===== src/rtl/ddr_scheduler.sv =====
// ddr_scheduler: single-port DDR command scheduler arbitrating refresh, read and write requests.
// Ports: clock_i/reset_i (sync, active-high); init_done_i gates all service;
//   rfc_req_i/rfc_start_o/rfc_done_i refresh handshake; cmd_* ACTIVE/column command interface;
//   rd_*/wr_* level requests with {bank,row,col} address, len = words-1, one-cycle ack; busy_o = not IDLE.
// Build option: define SCHED_FAIR_EN for alternating read/write grants, otherwise read has priority.
module ddr_scheduler #(
    parameter int LEN_BITS = 4
) (
    input  logic                clock_i,
    input  logic                reset_i,
    input  logic                init_done_i,
    input  logic                rfc_req_i,
    output logic                rfc_start_o,
    input  logic                rfc_done_i,
    output logic                cmd_start_o,
    output logic                cmd_read_o,
    output logic                cmd_last_o,
    input  logic                cmd_active_i,
    input  logic                cmd_exec_i,
    output logic [1:0]          cmd_bank_o,
    output logic [12:0]         cmd_row_o,
    output logic [7:0]          cmd_col_o,
    input  logic                rd_req_i,
    input  logic [22:0]         rd_addr_i,
    input  logic [LEN_BITS-1:0] rd_len_i,
    output logic                rd_ack_o,
    input  logic                wr_req_i,
    input  logic [22:0]         wr_addr_i,
    input  logic [LEN_BITS-1:0] wr_len_i,
    output logic                wr_ack_o,
    output logic                busy_o
);
    typedef enum logic [1:0] {IDLE, REFRESH, ACTIVATE, XFER} state_t;
    state_t state, state_n;
    logic [LEN_BITS-1:0] rem;
    logic rd_sel, grant_rd, grant_wr, rfc_go;
`ifdef SCHED_FAIR_EN
    logic last_wr;
    // read wins a tie only when write was served last; a lone request always wins
    assign rd_sel = rd_req_i && (!wr_req_i || last_wr);
    always_ff @(posedge clock_i) begin
        if (reset_i)
            last_wr <= 1'b1;
        else if (grant_rd || grant_wr)
            last_wr <= grant_wr;
    end
`else
    assign rd_sel = rd_req_i;
`endif
    assign cmd_start_o = state == ACTIVATE;
    assign cmd_last_o  = state == XFER && rem == '0;
    assign busy_o      = state != IDLE;
    always_comb begin
        state_n  = state;
        rfc_go   = 1'b0;
        grant_rd = 1'b0;
        grant_wr = 1'b0;
        case (state)
            IDLE: if (init_done_i) begin
                rfc_go   = rfc_req_i;
                grant_rd = !rfc_req_i && rd_sel;
                grant_wr = !rfc_req_i && !rd_sel && wr_req_i;
                state_n  = rfc_req_i ? REFRESH : (grant_rd || grant_wr) ? ACTIVATE : IDLE;
            end
            REFRESH:  state_n = rfc_done_i ? IDLE : REFRESH;
            ACTIVATE: state_n = cmd_active_i ? XFER : ACTIVATE;
            XFER:     state_n = (cmd_exec_i && rem == '0) ? IDLE : XFER;
            default:  state_n = IDLE;
        endcase
    end
    // acks and refresh start are registered one-cycle pulses issued on the decision edge
    always_ff @(posedge clock_i) begin
        if (reset_i) begin
            state       <= IDLE;
            rfc_start_o <= 1'b0;
            rd_ack_o    <= 1'b0;
            wr_ack_o    <= 1'b0;
            cmd_read_o  <= 1'b0;
            cmd_bank_o  <= '0;
            cmd_row_o   <= '0;
            cmd_col_o   <= '0;
            rem         <= '0;
        end else begin
            state       <= state_n;
            rfc_start_o <= rfc_go;
            rd_ack_o    <= grant_rd;
            wr_ack_o    <= grant_wr;
            if (grant_rd || grant_wr) begin
                {cmd_bank_o, cmd_row_o, cmd_col_o} <= grant_rd ? rd_addr_i : wr_addr_i;
                rem        <= grant_rd ? rd_len_i : wr_len_i;
                cmd_read_o <= grant_rd;
            end else if (state == XFER && cmd_exec_i) begin
                cmd_col_o <= cmd_col_o + 8'd1;
                rem       <= rem - LEN_BITS'(1);
            end
        end
    end
endmodule

===== config.mk =====
export PLATFORM = sky130hd
export DESIGN_NAME = ddr_scheduler
export DESIGN_NICKNAME = d
export VERILOG_FILES = /design/src/rtl/ddr_scheduler.sv
export SDC_FILE = /design/constraint.sdc
export NUM_CORES = 1
export LEC_CHECK = 0
export BUFFER_PORTS_ARGS = -buffer_cell sky130_fd_sc_hd__buf_2
export CORE_ASPECT_RATIO = 0.5
export CORE_UTILIZATION = 47
export CTS_BUF_LIST = sky130_fd_sc_hd__clkbuf_4 sky130_fd_sc_hd__clkbuf_8
export DETAILED_ROUTE_END_ITERATION = 8
export PLACE_DENSITY_LB_ADDON = 0.15
export SLEW_MARGIN = 5
export SYNTH_ARGS = -nofsm -noshare
export SYNTH_HDL_FRONTEND = slang
export SYNTH_SLANG_ARGS = --single-unit
export TNS_END_PERCENT = 30

===== constraint.sdc =====
create_clock -name clock_i -period 5.5 [get_ports clock_i]
set_input_delay 0.55 -clock clock_i [delete_from_list [all_inputs] [get_ports clock_i]]
set_output_delay 0.55 -clock clock_i [all_outputs]
set_load 0.02 [all_outputs]

# After elaboration in Yosys (flattened, before gate mapping)
# Index checks and enable logic that the tools add are counted.
# word_totals
latch_bits	0
input_bits	63
ramBits	0
rom_bits	0
memories	0
ff_bits	33
out_inout_bits	30
word_cells	49
# op_classes
n_div	0
n_mux	17
reduce_logical	15
mul	0
n_lt_le_gt_ge	0
eq_ne	4
shift	0
addsub	2
n_bitwise	2
# op_table
op	n
$mux 23	1
$mux 8	2
$mux 4	3
$add 8x1->8 const B	1
$mux 2	4
$pmux 2 s4	1
$logic_and 1x1->1	6
$mux 1	6
$eq 2x2->1 const B	2
$logic_not 4->1	1
$reduce_bool 2->1	2
$sub 4x1->4 const B	1
$reduce_or 3->1	1
$eq 2x1->1 const B	1
$logic_not 1->1	2
$logic_not 2->1	1
$logic_or 1x1->1	2
$ne 2x2->1 const B	1
$not 1->1	2

# Longest topological paths before layout
# logic_depth
ltp_word	8
ltp_mapped	8
ltp_nobuf	6

# Least setup slack after synthesis
# No wires, ideal clock.
# synth_path
path_type	register to output
start	register state[1]
end	output port cmd_last_o
slack_ns	3.561
required_ns	4.950
path_stages_with_launch	4
n_path_buf	1
arrival_ns	1.389
path_cell_list	dfxtp_1 clkbuf_1 nand2_1 nor4b_1
# synth_between
elab_chain_cells	2
# synth_lines
element	line	rtl
start, declared	34	state_t state, state_n;
start signal, assigned	84	state <= state_n;
$eq 2x2->1	51	assign cmd_last_o = state == XFER && rem == '0;
$logic_and 1x1->1	51	
end, declared	17	output logic cmd_last_o,
# Every way passes these cells.

# Worst setup path after layout
# layout_path
start	register state[0]
end	register cmd_col_o[4]
# layout_between
elab_chain_cells	4
elab_cells_between_ends	9
cone_classes	eq/ne (1); mux (4); reduce/logical (4)
# layout_lines
element	line	rtl
$logic_not 2->1	58	case (state)
$mux 1	58	
$mux 23 or $logic_or 1x1->1 (tied branches)	89, 88	
$mux 8 or $reduce_bool 2->1 (tied branches)	n/a	
end signal, assigned	89	{cmd_bank_o, cmd_row_o, cmd_col_o} <= grant_rd ? rd_addr_i : wr_addr_i;
end signal, assigned	93	cmd_col_o <= cmd_col_o + 8'd1;
end, declared	22	output logic [7:0] cmd_col_o,
# Parallel ways exist; a longest one is shown, timed or not.
# A chain may end at the register's enable or synchronous reset.

==> impl_results.md <==
* Tot Pwr at roughly 640 uW
* Clk sinks at 33
* PD cells at between 200 and 300 nW/um^2
* RSZ-0062 raised after global routing: false
* H-tree Lvls at 2
* Synth-to-layout area growth at 33.59%
* Top cell type's share of synthesized area at 40.21%
* Vias in the first global route at between 1.5k and 2k
* XOR/XNOR share of the synthesized area at roughly 3.7%
* Mux contribution to synthesized area at 0.6093%
* Max Cap Viol at 0
* Post-Synth Adder-Cell Area at under 10%
* Status: completed
* Main combinational cell family by area after synthesis: compound AO/OA/AOI/OAI gates
* CTS tree: built
* Post-place setup slack at about 3.2 ns
* Crit path kind: reg2reg
* Slew HR at 40.03%
* Crit path time final at 2.108 ns
* Cell Chain, Critical Path: or3b_1, or2_1, or3_1, o22ai_2
* First-pass GRT wire length at just over 7 mm
* Die width at around 86 um
* Number of distinct library cells after synthesis at 40
* Commonest non-fill, non-tap cell in the layout: buf_2
* Post-CTS sizing at 0
* Buffers on Ports at 92
* Setup violators final at 0
* Worst skew pair latency at between 0.2 and 0.3 ns
* Worst Path Required at roughly 5.7 ns
* Vias at around 1.8k
* Crit path DAT at roughly 2.3 ns
* Largest net degree at the start of global routing at 32
* #FFs+latches synth at 33
* Number of CTS-inserted buffers at 5
* Routability cong. at approximately 0.81
* Clock Skews at between 0.008 and 0.009 ns
* Setup ws final at roughly 3.4 ns
* I/O Pins at 93
* DRT Wirelength at ~4.5 mm
* Ranking of synthesized cells by area: dfxtp_1, o221ai_1, a21oi_1
* Gate Count Post-Synth at just under 200
* Layout cells sized above 1 at between 30% and 40%
* Postcts setup bufs at 0
* Total grt overflow at 0
* Gr usage total at between 20% and 30%
* DRC at 0
* Hold WS at ~0.45 ns
* Worst hold path class: reg2reg
* Critical-path top delay cell: or3b_1
* Leak Pwr at around 1.0 nW
* Synth warn at 0
* Root Buffer: clkbuf_8
* Clock transition at path regs at 0.07 ns
* Worst-margin pin slew at between 0.8 and 0.9 ns
* Critical Path Fanout Max at 19
* Worst setup EP type: register
* Die area at around 3800 sq um
* Ant diodes at 0
* Startpoint Class: register
* Share of the yosys chip area belonging to registers at about two fifths
* Nets at between 300 and 400
* Avg Cell Area, Syn at about 8.5 sq um
* Initial Util at a little over half
* Post-DP HPWL at between 3 and 4 mm
* Post-Synth Simple-Gate Area at a little over a fifth
* Crit share post-route at roughly two fifths
* Fin. Hold Viols at 0
* Via-to-Cell Ratio at between 5 and 6
* Max Fclk at between 0.4 and 0.5 GHz
* Setup tns final at 0 ns
* Compound-gate portion of the synthesized area at around a quarter
* DRT Pass-1 Iters at 4
* CTS Buffer Depth at 2
* Row count at 14
* Commonest non-fill, non-tap cells in the layout: buf_2, dfxtp_1, nand2_1, a21oi_1, o221ai_1
* Initial drt markers at 96
* Max Slew Vio Count at 0
* Crit-path max cell delay at between 0.5 and 0.6 ns
* WL per Instance at 14.00 um
* Core footprint at between 3000 and 4000 sq um
* Yosys top cell by area: dfxtp_1
* Post-CTS Hold Buffers at 0
* Synth Net Count at between 200 and 300
* VDD IR max at roughly 0.15 mV
* Post-Syn Area at roughly 1600 sq um
* Initial antenna violation count at 0
* Antenna-violating nets left at 0
* Die Y at between 40 and 50 um
-- synthesized netlist by cell type, drive strengths merged --
master and count:
nand2 25, and3 5, nand3b 1, o211ai 1, o31ai 1, xor2 3, o21a 1, o21bai 2
nand3 2, nor4b 1, a2111oi 4, dfxtp 33, nor4 2, or3b 1, buf 6, a21o 1
nor2b 2, mux2i 1, o21ai 1, or2 2, a211oi 1, o22ai 10, ha 3, xnor2 4
a21oi 21, nor3b 1, nor2 15, nand2b 4, clkbuf 10, o221ai 16, inv 4, a31oi 1
o221a 1, nand4bb 1, or3 2, nand4 5
-- registers in the layout, summed over array words and instances, names as in the netlist --
name	cells
rd_ack_o	1
cmd_read_o	1
rem	4
rfc_start_o	1
state	2
cmd_bank_o	2
wr_ack_o	1
cmd_row_o	13
cmd_col_o	8
-- critical path: cells and delay by family, from the launching register on --
kind	cells	cell delay [ns]
simple gates	3	1.54
flops	1	0.40
compound gates	1	0.11
-- metal layers --
metal | vias up | GRT usage [%] | wire length (um)
met2 | 68 | 41.76 | 2034
met1 | 822 | 31.10 | 2086
met3 | 4 | 7.619 | 315
met4 | 0 | 7.667 | 28
li1 | 886 | - | -
met5 | - | 0 | 0
-- report_power, final --
part           internal (mW)  switching [mW]  leakage [nW]
Combinational         0.0548          0.0740         0.670
Clock                  0.153          0.0873        0.0619
Sequential             0.256          0.0177         0.269
-- stage by stage --
step                cell area [sq um]  util (%)  instances
detailed placement               2074     65.79        311
global placement                 2074     65.79        311
finish                           2195     69.60        319
CTS                              2195     69.60        319
global route                     2195     69.60        319
floorplan                        1643         -        194
-- worst paths after layout --
check                                  start                    endpoint  slack (ns)  cells past startpoint
setup / recovery       state[0]$_SDFFE_PP0P_   cmd_col_o[4]$_SDFFE_PP0P_        3.39                      4
hold reg to reg   cmd_bank_o[0]$_SDFFE_PP0N_  cmd_bank_o[0]$_SDFFE_PP0N_        0.45                      2
setup reg to reg       state[0]$_SDFFE_PP0P_   cmd_col_o[4]$_SDFFE_PP0P_        3.39                      4
hold / removal    cmd_bank_o[0]$_SDFFE_PP0N_  cmd_bank_o[0]$_SDFFE_PP0N_        0.45                      2
-- cell families (layout without fill, tap and decap cells) --
group,after synthesis,count (layout)
mux,1,1
xor+xnor,7,7
simple gates,69,69
buf+inv,20,105
flops,33,33
compound gates,61,61
fa+ha+maj,3,3
-- final cells by class --
class,instances,area [sq um]
fillers,260,958.4
multi-input cells,141,880.8
flip-flops and latches,33,660.6
repair buffers,93,467.9
clock buffers,7,90.09
well taps,40,50.05
clock inverters,1,30.03
inverters,4,15.01
(Power assumes the default switching activity.)
